==> config.mk <==
export PLATFORM = sky130hd
export DESIGN_NAME = rom_reader
export DESIGN_NICKNAME = d
export VERILOG_FILES = /design/src/rtl/rom_pkg.sv /design/src/rtl/rom_reader_fifo.sv /design/src/rtl/rom_reader.sv
export SDC_FILE = /design/constraint.sdc
export NUM_CORES = 1
export LEC_CHECK = 0
export CAP_MARGIN = 20
export CORE_AREA = 3 3 165 167
export CTS_CLUSTER_DIAMETER = 120
export DETAILED_ROUTE_END_ITERATION = 8
export DIE_AREA = 0 0 168 170
export GPL_TIMING_DRIVEN = 0
export PLACE_DENSITY = 0.49
export SYNTH_ARGS = -nofsm -noshare
export SYNTH_HDL_FRONTEND = slang
export SYNTH_HIERARCHICAL = 1
export SYNTH_SLANG_ARGS = --single-unit
==> constraint.sdc <==
create_clock -name clk -period 7.18 [get_ports clk]
set_clock_uncertainty 0.05 [all_clocks]
set_input_delay 0.718 -clock clk [delete_from_list [all_inputs] [get_ports clk]]
set_output_delay 0.718 -clock clk [all_outputs]
set_load 0.05 [all_outputs]
==> src/rtl/rom_pkg.sv <==
// Shared widths, FSM state encoding and output buffer entry type for rom_reader.
package rom_pkg;

  localparam int unsigned ROM_DEPTH  = 256;
  localparam int unsigned WORD_BYTES = 4;
  localparam int unsigned ADDR_W     = 32;
  localparam int unsigned DATA_W     = 32;
  localparam int unsigned IDX_W      = 8;
  localparam int unsigned CNT_W      = 9;

  typedef enum logic [1:0] {
    ST_IDLE  = 2'd0,
    ST_FETCH = 2'd1,
    ST_DRAIN = 2'd2
  } state_e;

  typedef struct packed {
    logic              last;
    logic [DATA_W-1:0] data;
  } buf_entry_t;

endpackage

==> src/rtl/rom_reader_fifo.sv <==
// Synchronous FIFO of data+last entries; a push is accepted while full if a pop
// happens on the same edge.
module rom_reader_fifo
  import rom_pkg::*;
#(
  parameter int unsigned DEPTH = 4
) (
  input  logic       clk,
  input  logic       rst_n,
  input  logic       push,
  input  buf_entry_t wr_entry,
  input  logic       pop,
  output buf_entry_t rd_entry,
  output logic       full,
  output logic       empty
);

  localparam int unsigned PTR_W  = $clog2(DEPTH);
  localparam int unsigned FCNT_W = PTR_W + 1;

  buf_entry_t         mem_q [DEPTH];
  logic [PTR_W-1:0]   wr_ptr_q, wr_ptr_d;
  logic [PTR_W-1:0]   rd_ptr_q, rd_ptr_d;
  logic [FCNT_W-1:0]  count_q, count_d;
  logic               do_push_c, do_pop_c;

  assign full     = (count_q == FCNT_W'(DEPTH));
  assign empty    = (count_q == '0);
  assign rd_entry = mem_q[rd_ptr_q];

  always_comb begin
    do_pop_c  = pop && !empty;
    do_push_c = push && (!full || do_pop_c);
    wr_ptr_d  = wr_ptr_q;
    rd_ptr_d  = rd_ptr_q;
    count_d   = count_q + FCNT_W'(do_push_c) - FCNT_W'(do_pop_c);
    if (do_push_c) wr_ptr_d = wr_ptr_q + PTR_W'(1);
    if (do_pop_c)  rd_ptr_d = rd_ptr_q + PTR_W'(1);
  end

  // Storage is cleared on reset so the head word reads as zero afterwards.
  always_ff @(posedge clk or negedge rst_n) begin
    if (!rst_n) begin
      for (int i = 0; i < DEPTH; i++) mem_q[i] <= '0;
      wr_ptr_q <= '0;
      rd_ptr_q <= '0;
      count_q  <= '0;
    end else begin
      if (do_push_c) mem_q[wr_ptr_q] <= wr_entry;
      wr_ptr_q <= wr_ptr_d;
      rd_ptr_q <= rd_ptr_d;
      count_q  <= count_d;
    end
  end

endmodule

==> src/rtl/rom_reader.sv <==
// Burst reader: streams word_count ROM words from base_addr into a ready/valid output.
// Optional ROM_READER_CHECKSUM_EN adds a running XOR of handshaken words on checksum.
module rom_reader
  import rom_pkg::*;
#(
  parameter int unsigned BUF_DEPTH = 4,
  parameter int unsigned ROM_DEPTH = 256
) (
  input  logic              clk,
  input  logic              rst_n,
  input  logic              start,
  input  logic [ADDR_W-1:0] base_addr,
  input  logic [CNT_W-1:0]  word_count,
  output logic [ADDR_W-1:0] rom_addr,
  input  logic [DATA_W-1:0] rom_data,
  output logic [DATA_W-1:0] out_data,
  output logic              out_valid,
  input  logic              out_ready,
  output logic              out_last,
  output logic              busy,
  output logic              done
`ifdef ROM_READER_CHECKSUM_EN
  ,
  output logic [DATA_W-1:0] checksum
`endif
);

  state_e            state_q, state_d;
  logic [IDX_W-1:0]  idx_q, idx_d;
  logic [CNT_W-1:0]  rem_q, rem_d;
  logic              busy_q, busy_d;
  logic              done_q, done_d;
  logic              fetch_c, pop_c, buf_full, buf_empty;
  buf_entry_t        head, wr_entry_c;
  logic              unused_base_c;

  assign unused_base_c = ^{base_addr[ADDR_W-1:10], base_addr[1:0]};

  assign rom_addr  = ADDR_W'({idx_q, 2'b00});
  assign out_valid = !buf_empty;
  assign out_data  = head.data;
  assign out_last  = head.last && !buf_empty;
  assign busy      = busy_q;
  assign done      = done_q;

  assign pop_c      = out_valid && out_ready;
  assign fetch_c    = (state_q == ST_FETCH) && (!buf_full || pop_c);
  assign wr_entry_c = '{last: (rem_q == CNT_W'(1)), data: rom_data};

  rom_reader_fifo #(.DEPTH(BUF_DEPTH)) u_fifo (
    .clk      (clk),
    .rst_n    (rst_n),
    .push     (fetch_c),
    .wr_entry (wr_entry_c),
    .pop      (pop_c),
    .rd_entry (head),
    .full     (buf_full),
    .empty    (buf_empty)
  );

  always_ff @(posedge clk or negedge rst_n) begin
    if (!rst_n) state_q <= ST_IDLE;
    else        state_q <= state_d;
  end

  always_comb begin
    state_d = state_q;
    unique case (state_q)
      ST_IDLE:  if (start && (word_count != '0)) state_d = ST_FETCH;
      ST_FETCH: if (fetch_c && (rem_q == CNT_W'(1))) state_d = ST_DRAIN;
      ST_DRAIN: if (pop_c && out_last) state_d = ST_IDLE;
      default:  state_d = ST_IDLE;
    endcase
  end

  // Address stays on the last fetched word once the final fetch is issued.
  always_comb begin
    idx_d  = idx_q;
    rem_d  = rem_q;
    busy_d = busy_q;
    done_d = 1'b0;
    unique case (state_q)
      ST_IDLE: begin
        if (start) begin
          if (word_count != '0) begin
            idx_d  = base_addr[9:2];
            rem_d  = (word_count > CNT_W'(256)) ? CNT_W'(256) : word_count;
            busy_d = 1'b1;
          end else begin
            done_d = 1'b1;
          end
        end
      end
      ST_FETCH: begin
        if (fetch_c) begin
          rem_d = rem_q - CNT_W'(1);
          if (rem_q != CNT_W'(1))
            idx_d = (idx_q == IDX_W'(ROM_DEPTH - 1)) ? '0 : idx_q + IDX_W'(1);
        end
      end
      ST_DRAIN: begin
        if (pop_c && out_last) begin
          busy_d = 1'b0;
          done_d = 1'b1;
        end
      end
      default: ;
    endcase
  end

  always_ff @(posedge clk or negedge rst_n) begin
    if (!rst_n) begin
      idx_q  <= '0;
      rem_q  <= '0;
      busy_q <= 1'b0;
      done_q <= 1'b0;
    end else begin
      idx_q  <= idx_d;
      rem_q  <= rem_d;
      busy_q <= busy_d;
      done_q <= done_d;
    end
  end

`ifdef ROM_READER_CHECKSUM_EN
  logic [DATA_W-1:0] csum_q, csum_d;

  always_comb begin
    csum_d = csum_q;
    if ((state_q == ST_IDLE) && start) csum_d = '0;
    else if (pop_c)                    csum_d = csum_q ^ out_data;
  end

  always_ff @(posedge clk or negedge rst_n) begin
    if (!rst_n) csum_q <= '0;
    else        csum_q <= csum_d;
  end

  assign checksum = csum_q;
`endif

endmodule

After elaboration in Yosys (flattened, before gate mapping)
Index checks and enable logic that the tools add are counted.

Output and inout port bits: 68. Word-level logic and storage cells: 92. Register bits after elaboration: 160.

$add $sub $neg: 6. Equality and inequality tests: 13. Mux-type cells: 29. Bitwise operators: 2. Reduce and logical (&&, ||, !) cells: 22. $lt $le $gt $ge: 4.

Operator list (count): $bwmux W132 (1); $mux W33 (3); $bmux W33 S2 (1); $demux W33 S2 (1); $mux W8 (5); $mux W9 (4); $pmux W9 S2 (1); $pmux W8 S2 (1); $ne A2 B2 Y1 const B (5); $eq A9 B1 Y1 const B (1); $gt A9 B9 Y1 const B (1); $logic_and A1 B1 Y1 (9); $ne A9 B1 Y1 const B (1); $reduce_bool A9 Y1 (1); $sub A9 B1 Y9 const B (1); $add A8 B1 Y8 const B (1); $eq A8 B8 Y1 const B (1); $reduce_and A4 Y1 (2); $ge A3 B3 Y1 const B (2); $mux W1 (6); $mux W2 (3); $not A2 Y3 (2); $pmux W2 S3 (1); $reduce_and A5 Y1 (1); 15 further kinds (21).

Logic depth before layout (Yosys ltp)
Word-level depth: 8. Depth in mapped cells: 11. Mapped depth without buffers: 10.

Hierarchy
Netlist, hierarchy kept.

Modules (own cells, without submodules): rom_reader_fifo (cells an instance 355, times used 1, area an instance 6142.1 um^2, seq. area each 3478.3 um^2); rom_reader (cells an instance 188, times used 1, area an instance 1552.7 um^2, seq. area each 525.5 um^2).

Least setup slack after synthesis
OpenSTA, ideal clock, no wires.

Path kind: register to register. Start point: register u_fifo.count_q[1]. End point: register u_fifo.count_q[2]. Period minus slack after synthesis: 2656 ps. Path slack: 4524 ps. Stages on the path, launching flop included: 10. Arrival time: 2484 ps. Buffers on the path: 0. Data required time: 7007 ps. Library setup time: 123 ps. Cells stage by stage: dfrtp_1 -> nor3_1 -> nor2b_1 -> nor4b_4 -> nand2b_1 -> mux2i_1 -> ha_1 -> fa_1 -> xnor2_1 -> xnor2_1.

Word-level cells in the longest chain between the ends: 8. Elaborated cells on any way between the ends: 12. Classes of those cells: add/sub: 2; eq/ne: 1; reduce/logical: 9.

Ends and longest elaborated chain: start: declaration (RTL line rom_reader_fifo.sv:24) `logic [FCNT_W-1:0] count_q, count_d;`; start signal: assignment (RTL line rom_reader_fifo.sv:52) `count_q <= count_d;`; $logic_not A3 Y1 (*) (RTL line rom_reader_fifo.sv:28) `assign empty = (count_q == '0);`; via buf_empty (RTL line rom_reader.sv:33) `logic fetch_c, pop_c, buf_full, buf_empty;`; $logic_not A1 Y1 (*) (RTL line rom_reader.sv:40) `assign out_valid = !buf_empty;`; $logic_and A1 B1 Y1 (*) (RTL line rom_reader.sv:46) `assign pop_c = out_valid && out_ready;`; via pop_c (RTL line rom_reader.sv:33); $logic_or A1 B1 Y1 or $logic_and A1 B1 Y1 (tied branches) (RTL line rom_reader.sv:47, rom_reader_fifo.sv:32); $logic_and A1 B1 Y1 or $logic_or A1 B1 Y1 (tied branches) (RTL line rom_reader.sv:47, rom_reader_fifo.sv:33); $logic_and A1 B1 Y1 (RTL line rom_reader_fifo.sv:33) `do_push_c = push && (!full || do_pop_c);`; $add A3 B1 Y3 (RTL line rom_reader_fifo.sv:36) `count_d = count_q + FCNT_W'(do_push_c) - FCNT_W'(do_pop_c);`; $sub A3 B1 Y3 (*) (RTL line rom_reader_fifo.sv:36); via u_fifo.count_d[2] (RTL line rom_reader_fifo.sv:24).

The timed path passes the listed nets; every way through them passes the cells marked *. A chain may end at the register's enable or synchronous reset.

Worst setup path after layout
Start point: register u_fifo.rd_ptr_q[1]. End point: output out_data[16].

Word-level cells in the longest chain between the ends: 4.

Ends and longest elaborated chain: start: declaration (RTL line rom_reader_fifo.sv:23) `logic [PTR_W-1:0] rd_ptr_q, rd_ptr_d;`; start signal: assignment (RTL line rom_reader_fifo.sv:51) `rd_ptr_q <= rd_ptr_d;`; $not A2 Y3 (not written as such) (RTL line rom_reader_fifo.sv:29) `assign rd_entry = mem_q[rd_ptr_q];`; $bmux W33 S2 (RTL line rom_reader_fifo.sv:29); $mux W33 (not written as such) (2 in series) (RTL line rom_reader_fifo.sv:29); end: declaration (RTL line rom_reader.sv:16) `output logic [DATA_W-1:0] out_data,`.

No other way between the ends. The select of a mux whose other input is x is not followed.

==> results.txt <==
----------------------------------------------------
[Run status]
  Run status ... completed

[Layout]
  Most common cell after layout, fill and taps aside ... sky130_fd_sc_hd__dfrtp_1
  Share of layout cells above drive strength 1 ... a little under two fifths
  Most used cells in the layout excluding fill and tap cells ... sky130_fd_sc_hd__dfrtp_1, sky130_fd_sc_hd__mux2_2, sky130_fd_sc_hd__clkdlybuf4s50_1, sky130_fd_sc_hd__mux4_2, sky130_fd_sc_hd__buf_4
  Fin util ... 37.8%
  Final layout net count ... roughly 770
  Antenna diodes ... 0
  Area added between synthesis and finish ... 27.3%
  Post-layout instance area ... ~9800 sq um

[Timing]
  Final worst path period share ... 52.3%
  Maximum clock rate ... between 0.2 and 0.3 GHz
  Hold Vio Cnt, Final ... 0
  Time the worst path needs with I/O delays and setup ... between 3000 and 4000 ps
  Setup repair after global routing missed its margin ... false
  Number of endpoints failing setup at the final stage ... 0
  Least setup slack across all paths after layout ... 3430 ps
  Final Max Tran Viols ... 0
  Slew @ Worst Pin ... 794 ps
  Worst max-slew margin expressed relative to the limit ... between 40 and 50%
  Post-route setup TNS ... 0 ps

[Synth]
  Compound-gate portion of the synthesized area ... under 10%
  Most used flip-flop cell after synthesis ... sky130_fd_sc_hd__dfrtp_1
  Fraction of the yosys area taken by sequential cells ... 52.0%
  Synthesized-area fraction occupied by xor and xnor cells ... less than 1%
  Synthesized flop and latch total ... 160
  Top-area cell type share of the netlist area ... between 50% and 60%
  Post-synthesis cell count ... about 540
  Mux share of post-synthesis cell area ... 29.3%
  Synthesized-area fraction occupied by adder cells ... under 10%
  Post-synthesis average cell area ... between 10 and 15 sq um
  Post-synthesis async set-or-reset flop share ... 100%
  Post-synth EDFFs ... 0
  Warnings, synthesis ... 6
  Mapped cell area ... a little under 8000 sq um
  Cells taking the most area after synthesis ... sky130_fd_sc_hd__dfrtp_1, sky130_fd_sc_hd__mux2_2, sky130_fd_sc_hd__mux4_2
  Yosys top cell by area ... sky130_fd_sc_hd__dfrtp_1
  Basic-gate share of the synthesized area counting and, or, nand and nor cells ... under 10%
  Largest family of logic cells by synthesized area ... multiplexers
  Synth unique cells ... between 50 and 60

[Floorplanning]
  Die X ... 168 microns
  Site row count ... roughly 60
  Overall die height ... about 170 microns
  Core region area ... ~26,000 sq um
  Total die area ... about 29,000 sq um
  Top Ports ... 145
  Initial Util ... 29.7%

[Clock tree]
  Number of gates resized after CTS ... 0
  Clock buffer count from CTS ... 17
  H-tree levels ... 4
  Clock transition at the registers of the reported paths ... 80 ps
  Clock tree from TritonCTS ... yes
  Root Buffer ... sky130_fd_sc_hd__clkbuf_16
  Clock Tree Buf Depth ... 2
  Number of setup buffers added after CTS ... 0
  Clk sinks ... 160
  Number of hold-repair buffers added at the cts stage ... 0
  Source-to-sink clock delay at the later pin of the worst-skew pair ... around 400 ps

[Worst setup path]
  Data required time at the worst endpoint ... about 6400 ps
  Worst reg2reg path endpoint ... u_fifo/count_q[2]$_DFF_PN0_
  Crit. End Element ... output pin
  Beginning of the worst register-to-register path ... state_q[0]$_DFFE_PN0P_
  Cell count of the worst reg-to-reg path ... 11
  Maximum fanout count along the critical path ... 10
  Kind of critical path ... reg2out
  Startpoint type of the worst setup path ... register
  Destination of the critical timing path ... out_data[16]
  Worst setup path start ... u_fifo/rd_ptr_q[1]$_DFFE_PN0N_
  R2R Setup Slk ... about 4100 ps
  Arrival time of data at the critical path endpoint ... 2990 ps

[Place]
  Gpl congestion ... ~0.76
  Setup slack at placement ... ~3800 ps
  Placed wire-length estimate ... roughly 12,000 microns
  Placed cell area ... 9190 sq um
  Number of buffers added on ports ... between 90 and 100

[Route]
  Total routed wirelength ... around 18,000 microns
  Total number of vias ... around 5,000
  Initial drt markers ... between 200 and 300
  Wire per inst ... roughly 18 microns
  Number of vias per cell ... roughly 4.7
  Pre-Repair DR Iteration Count ... 4
  DRC violation count after routing ... 0
  Number of nets with antenna violations after routing ... 0

[Job]
  Max-cap viol count ... 0

[Global routing]
  Initial antenna violation count ... 0
  All-layer global routing usage ... a little over an eighth
  Global-route wire length before repair ... 29,300 microns
  Via count of the first global-routing pass ... 5,243
  Pin count of the biggest net entering global routing ... 90
  Total congestion overflow after global routing ... 0

[Min path]
  Hold Path Class ... in2async

----------------------------------------------------
-- state kept, by name, indices dropped and copies added, names as in the netlist --
signal           cells
idx_q                8
rem_q                9
state_q              2
u_fifo/mem_q       132
done                 1
u_fifo/wr_ptr_q      2
busy                 1
u_fifo/rd_ptr_q      2
u_fifo/count_q       3
-- worst max-delay path, stage by stage (launching register included) --
cell and delay (ps):
sky130_fd_sc_hd__dfrtp_1 320, sky130_fd_sc_hd__clkbuf_1 400, sky130_fd_sc_hd__buf_1 660, sky130_fd_sc_hd__mux4_2 370, sky130_fd_sc_hd__clkdlybuf4s50_1 810
-- metrics by stage --
stage / hold slack, ps / cells
5_1_grt: 281 / 1030
3_3_place_gp: 433 / 997
4_1_cts: 261 / 1030
3_5_place_dp: 441 / 998
2_1_floorplan: 372 / 566
6_report: 242 / 1030
-- cell usage after synthesis, types with 2 or more instances --
master and n:
sky130_fd_sc_hd__nand4_1 2, sky130_fd_sc_hd__buf_1 3, sky130_fd_sc_hd__mux2_2 133, sky130_fd_sc_hd__o21ai_0 24, sky130_fd_sc_hd__buf_2 6, sky130_fd_sc_hd__mux4_2 33
sky130_fd_sc_hd__buf_4 25, sky130_fd_sc_hd__and3_1 3, sky130_fd_sc_hd__xnor2_1 5, sky130_fd_sc_hd__o22ai_1 4, sky130_fd_sc_hd__nor2_1 15, sky130_fd_sc_hd__clkbuf_1 4
sky130_fd_sc_hd__nand2b_1 4, sky130_fd_sc_hd__nor2b_1 4, sky130_fd_sc_hd__buf_6 15, sky130_fd_sc_hd__nor2_2 4, sky130_fd_sc_hd__or3_1 3, sky130_fd_sc_hd__dfrtp_1 160
sky130_fd_sc_hd__a21oi_1 19, sky130_fd_sc_hd__a2bb2oi_1 3, sky130_fd_sc_hd__nand3_1 6, sky130_fd_sc_hd__inv_1 8, sky130_fd_sc_hd__a22oi_1 3, sky130_fd_sc_hd__nor4b_1 2
sky130_fd_sc_hd__nor3_1 6, sky130_fd_sc_hd__nor4_1 3, sky130_fd_sc_hd__nand2_1 13, sky130_fd_sc_hd__ha_1 8
-- routing by layer --
| metal | up-vias | track usage, % | part of all wire [%] |
|---|---|---|---|
| met5 | - | 0 | 0 |
| met4 | 0 | 2.24 | 0.43 |
| met3 | 6 | 4.00 | 6.0 |
| met2 | 126 | 22.3 | 50 |
| met1 | 2506 | 16.6 | 44 |
| li1 | 2224 | - | - |
-- layout make-up --
class / count / area (sq um)
inverter: 8 / 30.0
sequential: 160 / 4000
timing repair buffer: 97 / 990
fill: 2456 / 16100
tap: 335 / 419
clock inverter: 14 / 168
multi-input combinational: 343 / 3320
clock buffer: 18 / 439
buffer: 55 / 432
-- how the worst min path moves through the flow --
stage / from / to / slack, ps / cells after the start
3_3_place_gp: u_fifo/mem_q[47]$_DFFE_PN0P_ / u_fifo/mem_q[47]$_DFFE_PN0P_ / 430 / 1
5_1_grt: rst_n / u_fifo/mem_q[50]$_DFFE_PN0P_ / 280 / 1
6_report: rst_n / u_fifo/mem_q[80]$_DFFE_PN0P_ / 240 / 1
2_1_floorplan: rst_n / busy$_DFFE_PN0P_ / 370 / 0
4_1_cts: rst_n / u_fifo/mem_q[80]$_DFFE_PN0P_ / 260 / 1
3_5_place_dp: u_fifo/mem_q[44]$_DFFE_PN0P_ / u_fifo/mem_q[44]$_DFFE_PN0P_ / 440 / 1
-- cell families after synthesis --
group | Yosys count
mux | 167
flops | 160
simple gates | 72
compound gates | 66
buf+inv | 63
fa+ha+maj | 9
xor+xnor | 5
other cells | 1
Power is not shown: default switching activity piles up to over one toggle a cycle in this logic, so the estimate is an artifact.
